[config.mk]
export PLATFORM = sky130hd
export DESIGN_NAME = data_mem_access
export DESIGN_NICKNAME = d
export VERILOG_FILES = /design/src/rtl/core_pkg.sv /design/src/rtl/mem_lane_align.sv /design/src/rtl/data_mem_access.sv
export SDC_FILE = /design/constraint.sdc
export NUM_CORES = 1
export LEC_CHECK = 0
export ABC_CLOCK_PERIOD_IN_PS = 2440
export CAP_MARGIN = 20
export CELL_PAD_IN_SITES_DETAIL_PLACEMENT = 2
export CELL_PAD_IN_SITES_GLOBAL_PLACEMENT = 2
export CORE_AREA = 10 10 179 164
export CTS_CLUSTER_SIZE = 12
export DETAILED_ROUTE_END_ITERATION = 12
export DIE_AREA = 0 0 189 174
export PLACE_DENSITY_LB_ADDON = 0.05
export SYNTH_ARGS = -nofsm -noshare
export SYNTH_HDL_FRONTEND = slang
export SYNTH_SLANG_ARGS = --single-unit
[constraint.sdc]
create_clock -name clk -period 2.44 [get_ports clk]
set_input_delay 0.366 -clock clk [delete_from_list [all_inputs] [get_ports clk]]
set_output_delay 0.366 -clock clk [all_outputs]
set_load 0.01 [all_outputs]
[src/rtl/core_pkg.sv]
// Shared types for the core's memory-side blocks: access widths and the
// data-memory access state machine encoding.
package core_pkg;

  typedef enum logic [1:0] {
    BYTE = 2'b00,
    HALF = 2'b01,
    WORD = 2'b10
  } mem_width_e;

  typedef enum logic [1:0] {
    IDLE = 2'b00,
    WAIT = 2'b01,
    DONE = 2'b10
  } mem_state_e;

endpackage

[src/rtl/mem_lane_align.sv]
// Byte-lane steering for 32-bit word buses: write enables/replication,
// alignment check and right-alignment of a read word.
module mem_lane_align
  import core_pkg::*;
(
  input  logic [1:0]  width,
  input  logic [1:0]  addr_lo,
  input  logic [31:0] data,
  input  logic [31:0] rdata,
  output logic [3:0]  byte_en,
  output logic [31:0] wdata,
  output logic        misaligned,
  output logic [31:0] rdata_aligned
);

  always_comb begin
    byte_en    = 4'hF;
    wdata      = data;
    misaligned = 1'b0;
    case (mem_width_e'(width))
      BYTE: begin
        byte_en = 4'b0001 << addr_lo;
        wdata   = {4{data[7:0]}};
      end
      HALF: begin
        byte_en    = 4'b0011 << {addr_lo[1], 1'b0};
        wdata      = {2{data[15:0]}};
        misaligned = addr_lo[0];
      end
      // Width 2'b11 behaves as a word access.
      default: begin
        byte_en    = 4'hF;
        wdata      = data;
        misaligned = (addr_lo != 2'b00);
      end
    endcase
  end

  assign rdata_aligned = rdata >> {addr_lo, 3'b000};

endmodule

[src/rtl/data_mem_access.sv]
// Memory-access stage: turns execute-stage load/store requests into word-aligned
// bus transfers, stalls the pipeline while a transfer is outstanding.
module data_mem_access
  import core_pkg::*;
#(
  parameter int unsigned TIMEOUT_CYCLES = 255
) (
  input  logic        clk,
  input  logic        rst,
  input  logic        load_en,
  input  logic [1:0]  load_width,
  input  logic [31:0] load_addr,
  input  logic        store_en,
  input  logic [1:0]  store_width,
  input  logic [31:0] store_addr,
  input  logic [31:0] store_data,
  input  logic        hold,
  input  logic        flush,
  output logic [31:0] load_data,
  output logic        stall_req,
  output logic        misaligned_load,
  output logic        misaligned_store,
  output logic        bus_timeout,
  output logic        bus_req,
  output logic        bus_we,
  output logic [31:0] bus_addr,
  output logic [3:0]  bus_byte_en,
  output logic [31:0] bus_wdata,
  input  logic        bus_ready,
  input  logic [31:0] bus_rdata
);

  mem_state_e  state_q, state_d;
  logic [31:0] addr_q, wdata_q, capture_q;
  logic [3:0]  byte_en_q;
  logic        we_q, discard_q;
  logic [15:0] cnt_q;

  logic        req_valid, req_load, accept, timeout_hit, finish, discard;
  logic [1:0]  req_width, align_addr;
  logic [31:0] req_addr, lane_wdata, rdata_aligned;
  logic [3:0]  lane_byte_en;
  logic        lane_misaligned;

  // Loads win if both enables are raised.
  assign req_load  = load_en;
  assign req_valid = (load_en | store_en) & ~flush;
  assign req_width = load_en ? load_width : store_width;
  assign req_addr  = load_en ? load_addr : store_addr;

  // The aligner sees the incoming address in IDLE and the latched one afterwards.
  assign align_addr = (state_q == IDLE) ? req_addr[1:0] : addr_q[1:0];

  mem_lane_align u_align (
    .width         (req_width),
    .addr_lo       (align_addr),
    .data          (store_data),
    .rdata         (bus_rdata),
    .byte_en       (lane_byte_en),
    .wdata         (lane_wdata),
    .misaligned    (lane_misaligned),
    .rdata_aligned (rdata_aligned)
  );

  assign accept      = (state_q == IDLE) & req_valid & ~lane_misaligned;
  assign timeout_hit = (state_q == WAIT) & ~bus_ready & (cnt_q == 16'(TIMEOUT_CYCLES - 1));
  assign finish      = (state_q == WAIT) & (bus_ready | timeout_hit);
  assign discard     = discard_q | flush;

  always_comb begin
    state_d          = state_q;
    stall_req        = 1'b0;
    misaligned_load  = 1'b0;
    misaligned_store = 1'b0;
    bus_timeout      = 1'b0;
    case (state_q)
      IDLE: begin
        if (req_valid && lane_misaligned) begin
          misaligned_load  = req_load;
          misaligned_store = ~req_load;
        end else if (accept) begin
          stall_req = 1'b1;
          state_d   = WAIT;
        end
      end
      WAIT: begin
        stall_req   = 1'b1;
        bus_timeout = timeout_hit;
        if (finish) state_d = discard ? IDLE : DONE;
      end
      DONE: begin
        if (flush || !hold) state_d = IDLE;
      end
      default: state_d = IDLE;
    endcase
  end

  always_ff @(posedge clk) begin
    if (rst) begin
      state_q   <= IDLE;
      addr_q    <= '0;
      wdata_q   <= '0;
      byte_en_q <= '0;
      we_q      <= 1'b0;
      discard_q <= 1'b0;
      capture_q <= '0;
      cnt_q     <= '0;
    end else begin
      state_q <= state_d;
      if (state_q == IDLE) begin
        discard_q <= 1'b0;
        cnt_q     <= '0;
        if (accept) begin
          addr_q    <= req_addr;
          we_q      <= ~req_load;
          byte_en_q <= lane_byte_en;
          wdata_q   <= lane_wdata;
        end
      end
      if (state_q == WAIT) begin
        if (flush) discard_q <= 1'b1;
        if (finish) begin
          cnt_q <= '0;
          // A squashed transfer leaves the previous result untouched.
          if (!discard) capture_q <= (bus_ready && !we_q) ? rdata_aligned : 32'h0;
        end else begin
          cnt_q <= cnt_q + 16'd1;
        end
      end
    end
  end

  assign bus_req     = (state_q == WAIT);
  assign bus_we      = bus_req & we_q;
  assign bus_addr    = bus_req ? {addr_q[31:2], 2'b00} : 32'h0;
  assign bus_byte_en = bus_req ? byte_en_q : 4'h0;
  assign bus_wdata   = bus_req ? wdata_q : 32'h0;
  assign load_data   = (state_q == DONE) ? capture_q : 32'h0;

endmodule

==> results of run 1 <==
cells in the mapped netlist (all sizes together) (4+ instances only):
master  count  area [um2]
o221ai      9       78.83
a31oi       4       25.02
clkbuf     32       123.9
o21ai       8       43.79
mux2i      67       670.6
nor3b       9       67.56
or3         4       26.28
a21o        9       67.56
nor3       17       85.08
a21oi      24       131.4
a31o        8       70.07
a222oi      8       80.08
and2       92       575.6
a211oi     48       360.4
nand3      12       60.06
o31ai      11       92.58
buf        29       190.2
nand2b      5       31.28
nor2       79       296.5
nand2      57       214.0
a311oi      9       78.83
o22ai      10       62.56
inv        17       63.81
nand3b     10       75.07
nor4        6       52.55
dfxtp     120        2402
routing by layer:
layer  GRT usage  routed length (um)  vias up
li1            -                   -     3140
met1      0.1832               11500     3217
met2      0.2967               14470      159
met3     0.06403                2027       24
met4     0.04197                 306        0
met5           0                   0        -
sequential cells by signal, indices dropped and copies added (netlist names):
register	flops
we_q	1
byte_en_q	4
discard_q	1
capture_q	32
addr_q	32
cnt_q	16
state_q	2
wdata_q	32
worst min-delay path, delay by kind of cell:
| family | cells | cell delay (ps) |
|---|---|---|
| AO/OA/AOI/OAI | 1 | 70 |
| AND/OR/NAND/NOR | 1 | 110 |
| buffers and inverters | 1 | 130 |
power by group through the flow:
| stage | Sequential [mW] | Combinational [mW] | Clock (mW) |
|---|---|---|---|
| after detailed placement | 2.17 | 0.995 | 0 |
| after global placement | 2.16 | 0.959 | 0 |
| after CTS | 2.13 | 1.02 | 2.66 |
| after floorplan | 2.15 | 0.486 | 0 |
| after global routing | 2.14 | 1.11 | 2.74 |
| final | 2.13 | 1.01 | 2.59 |
cells by family after synthesis:
kind of cell / share of synthesized area
other: 0.0005945
xor gates and xnor gates: 0.001389
DFF: 0.3809
muxes: 0.1099
and+or+nand+nor: 0.2535
adders and majority gates: 0.003967
AOI/OAI and AO/OA: 0.1898
buffers and inverters: 0.05991
how the worst max path moves through the flow:
stage                                         to  cells past startpoint
after floorplan                        stall_req                      9
after global placement                 stall_req                      7
after detailed placement  addr_q[3]$_SDFFE_PP0P_                      9
after CTS                              stall_req                      7
after global routing               load_data[13]                      5
final                              load_data[13]                      5
layout make-up:
| cell class | instances | area [um2] |
|---|---|---|
| clock buffer | 18 | 439.2 |
| clock inverter | 12 | 153.9 |
| timing repair buffer | 298 | 3103 |
| fill | 2845 | 15540 |
| sequential | 120 | 2405 |
| tap | 348 | 435.4 |
| inverter | 17 | 63.81 |
| multi-input combinational | 538 | 3576 |
timing repair:
item / in CTS / in global routing
pin swaps: 0 / 0
resized for setup: 52 / 76
gates cloned: 2 / 1
setup endpoints to repair: 101 / 70
hold buffers: 0 / 0
buffers inserted: 2 / 1
==> impl_results.md, run 1 <==
- Final TNS setup: 0 ps
- Max-slew violation count: 0
- Worst slew pin tran: 747.5 ps
- Placed insts: 1,315
- Final cycle utilization of the critical path: 0.9673
- Total of max-cap violations: 0
- Clk Latency, worst-skew pair: 420 ps
- CTS Buf Count: 17
- Largest net degree at the start of global routing: 70
- Hold Path Origin: rst
- LEAKAGE: between 5 and 6 nW
- Die area: about 33,000 um2
- Crit path from: state_q[1]$_SDFFE_PP0P_
- Buffers & Inverters on Critical Path: 4
- Ratio of cells with drive above 1 in the final layout: 0.1186
- Pwr Total: 5.728 mW
- Mean Syn Cell Area: ~8.6 um2
- Logic pwr share: 0.177
- Via count: between 6,000 and 7,000
- IO Count: approximately 250
- Global-route wire length before repair: 43,500 um
- Row cnt: between 50 and 60
- R2R Setup Slk: 200 ps
- Crit Path Max Fanout: 12
- Die height: 174 um
- Cell Chain, Critical Path: buf_6 > inv_1 > buf_4 > nor3_1 > clkdlybuf4s50_1
- Slew HR: 0.5017
- Commonest non-fill, non-tap cell in the layout: clkdlybuf4s50_1
- VDD IR-drop max: ~0.37 mV
- RSZ-0062 raised after global routing: yes
- Clock tree buffer depth: 2
- Wirelength, routed: 28,300 um
- Finished Cell Area: 10,180 um2
- Gpl congestion: 0.7673
- Final worst path period need: roughly 2400 ps
- Outcome: complete, no violations
- Fmax: ~0.42 GHz
- Cell-internal power: ~4.2 mW
- Post-synth EDFFs: 0
- Diode count: 0
- Power Dens Cells: around 560 nW/um2
- All-Layer GR Usage: 0.1674
- Hold Path Class: input pin to flip-flop
- Endpoint, Worst Hold: capture_q[22]$_SDFFE_PP0P_
- Cell Area, Placed: 9286 um2
- Top delay family on crit path: buffers and inverters
- WP data arrival: a little under 2000 ps
- Clk_skew: ~12 ps
- Sw Share: 0.2652
- I/O Buffers: ~240
- Crit Path Class: flip-flop to primary output
- Async set-or-reset flop fraction in the synthesized netlist: 0
- Final setup fails: 0
- Hold Path Stages: 3
- Vias in the first global route: between 7,000 and 8,000
- Yosys reg bits: 120
- Register area share after synthesis: 0.3809
- DRC Markers: 0
- Core area: between 20,000 and 30,000 um2
- Die W: roughly 190 um
- Area grow syn2layout: 61.34%
- Non-filler cells, final: between 1,000 and 1,500
- Htree depth: 4
- Final WS setup: 79.80 ps
- Critical Path Max Stage Delay: around 600 ps
- DR iter-0 viols: 330
- CTS root buf: clkbuf_16
- Yosys cell types: a little under 60
- Main synth FF type: dfxtp_1
- Synth Instances: about 740
- Initial antenna violation count: 0
- Critical Path Start Type: flip-flop
- Critical path endpoint category: primary output
- CTS tree: yes
- DR vias/cell: between 4 and 5
- Worst R2R End: capture_q[3]$_SDFFE_PP0P_
- Wire length per cell: 20.95 um
- Worst Path Required: around 2100 ps
- Hold WS: 312.4 ps
- P_sw: about 1.5 mW
- Gr ovfl total: 0
- Worst Reg-to-Reg Cells: 6
- Nets: around 1,100
- Syn Std Cell Area: 6307 um2
- Initial DRT Pass Iterations: 7
- Most frequent cells in the layout: clkdlybuf4s50_1 (138), dfxtp_1 (118), and2_1 (92)
- Layout Utilization: 0.3957
- Synth warn: 0
- RR Startpoint: cnt_q[9]$_SDFFE_PP0P_
- Crit-path slowest cell: clkdlybuf4s50_1
- Final hold vios: 0
- Starting Density: 0.2453
- Pre-CTS setup slack: -471.7 ps
- Clk sink count: 120
- Clock power frac: 0.452
- Share of power burned in registers: 0.371
- HPWL after detailed placement: about 21,000 um
- Post-DRT Antenna Nets: 0
- Clock transition at path regs: 60 ps
(Power assumes the default switching activity.)
==> run 2: changes to the inputs <==
Settings changed: PLACE_DENSITY_LB_ADDON 0.05 to 0.1.
==> run 2 against run 1 <==
  * Via count hardly changed
  * Clock power grew 3%
  * Utilization decreased by 1.0 points
  * Global-route usage hardly changed
  * Register-to-register slack is essentially flat
  * Cell area is 2.6% lower
  * Hold slack better by 40 ps
  * First-iteration DRC count is 19% lower
==> impl_results.md, run 2 (synthesis gave the netlist of run 1 again) <==
- Outcome: complete, no violations
- Worst Path Required: between 2000 and 2500 ps
- CTS Buf Count: 17
- Clock tree buffer depth: 2
- WP data arrival: slightly below 2000 ps
- Power Dens Cells: around 580 nW/um2
- Slew HR: 0.4740
- Starting Density: 0.2453
- Most frequent cells in the layout: clkdlybuf4s50_1 (137), dfxtp_1 (119), dlygate4sd2_1 (96)
- HPWL after detailed placement: about 22,000 um
- Die height: 174 um
- Crit Path Class: flip-flop to primary output
- CTS tree: yes
- Clk_skew: 9.580 ps
- Final WS setup: 102.5 ps
- Worst slew pin tran: just under 800 ps
- Clk Latency, worst-skew pair: about 420 ps
- Final worst path period need: 2338 ps
- Crit-path slowest cell: dfxtp_1
- Buffers & Inverters on Critical Path: 4
- Hold Path Class: input pin to flip-flop
- Htree depth: 4
- Die area: ~33,000 um2
- Finished Cell Area: roughly 9900 um2
- DR iter-0 viols: approximately 270
- Ratio of cells with drive above 1 in the final layout: 0.1229
- CTS Hold Bufs: 0
- Vias in the first global route: 7,411
- Fmax: ~0.43 GHz
- RSZ-0062 raised after global routing: yes
- Initial DRT Pass Iterations: 4
- Global-route wire length before repair: about 43,000 um
- Total of max-cap violations: 0
- LEAKAGE: 4.285 nW
- CTS root buf: clkbuf_16
- Nets: ~1,100
- Final hold vios: 0
- Commonest non-fill, non-tap cell in the layout: clkdlybuf4s50_1
- Final setup fails: 0
- Wirelength, routed: around 28,000 um
- Most frequent CP cell: buf_4
- VDD IR-drop max: roughly 0.47 mV
- I/O Buffers: approximately 240
- IO Count: ~250
- Critical Path Max Stage Delay: 370 ps
- Pre-CTS setup slack: -368.8 ps
- All-Layer GR Usage: 0.1673
- DRC Markers: 0
- Crit Path Max Fanout: 20
- Wire length per cell: between 20 and 25 um
- Gr ovfl total: 0
- Area grow syn2layout: 57.13%
- Cell Chain, Critical Path: buf_4 > and2b_2 > buf_4 > buf_8 > and2_1 > dlygate4sd2_1
- Row cnt: 56
- Gpl congestion: between 0.8 and 0.9
- Biggest regs: addr_q: 32 flops, capture_q: 32 flops, wdata_q: 32 flops
- Largest net degree at the start of global routing: 71
- Initial antenna violation count: 1
- Via count: about 6,500
- DR vias/cell: between 4 and 5
- Critical path endpoint category: primary output
- Final cycle utilization of the critical path: 0.9580
- Die W: roughly 190 um
- Top delay family on crit path: buffers and inverters
- Clk sink count: between 100 and 150
- Clock transition at path regs: roughly 60 ps
- Cell Area, Placed: approximately 9300 um2
- Core area: 25,710 um2
- Max-slew violation count: 0
- Critical Path Start Type: flip-flop
- Post-DRT Antenna Nets: 0
[run 2: changes by cell type in the layout (fill, tap and decap cells not counted), sizes merged]
| cell | change |
|---|---|
| dlymetal6s2s | -65 |
| dlygate4sd2 | +62 |
| buf | +5 |
| clkdlybuf4s15 | +4 |
| clkinvlp | +3 |
| clkinv | -2 |
| clkbuf | -1 |
| clkdlybuf4s50 | -1 |
| diode | +1 |
| inv | +1 |
[run 2: final timing paths]
check	from	endpoint	slack, ps	cells past startpoint
min reg2reg	capture_q[2]$_SDFFE_PP0P_	capture_q[2]$_SDFFE_PP0P_	450	1
min	rst	cnt_q[8]$_SDFFE_PP0P_	350	2
max reg2reg	cnt_q[9]$_SDFFE_PP0P_	capture_q[6]$_SDFFE_PP0P_	190	5
max	state_q[1]$_SDFFE_PP0P_	bus_byte_en[1]	100	6
[run 2: power by group]
part	internal, mW	switching (mW)	total (mW)	leakage (nW)
Combinational	0.500	0.490	0.990	3.03
Clock	1.64	1.02	2.66	0.281
Sequential	2.07	0.0548	2.13	0.977
[run 2: per-stage QoR]
| stage | hold WS [ps] | cells | setup TNS (ps) | utilization | power, mW |
|---|---|---|---|---|---|
| after floorplan | 417.8 | 736 | 0 | - | 2.633 |
| after global placement | 429.1 | 1322 | -7262 | 0.3627 | 3.127 |
| after CTS | 336.4 | 1357 | -286.7 | 0.3844 | 5.850 |
| after detailed placement | 434.8 | 1322 | -12560 | 0.3627 | 3.169 |
| final | 352.4 | 1358 | 0 | 0.3854 | 5.771 |
| after global routing | 382.9 | 1358 | -12.01 | 0.3854 | 6.039 |
[run 2: area by class of cell]
class,instances,area [um2]
fillers,2887,15800
multi-input cells,538,3568
repair buffers,302,2823
flip-flops and latches,120,2404
clock buffers,18,439.2
well taps,348,435.4
clock inverters,14,175.2
inverters,17,63.81
diodes,1,2.502
[run 2: what timing repair did]
item,in CTS,in global routing
cloned,1,0
pin swaps,0,1
setup buffers,2,0
endpoints found under the setup margin,103,9
resized for setup,117,10
[run 2: layer usage]
layer,GRT usage,part of all wire
met5,0,0
met2,0.3053,0.52
met4,0.03569,0.0098
met1,0.1848,0.41
met3,0.05302,0.060
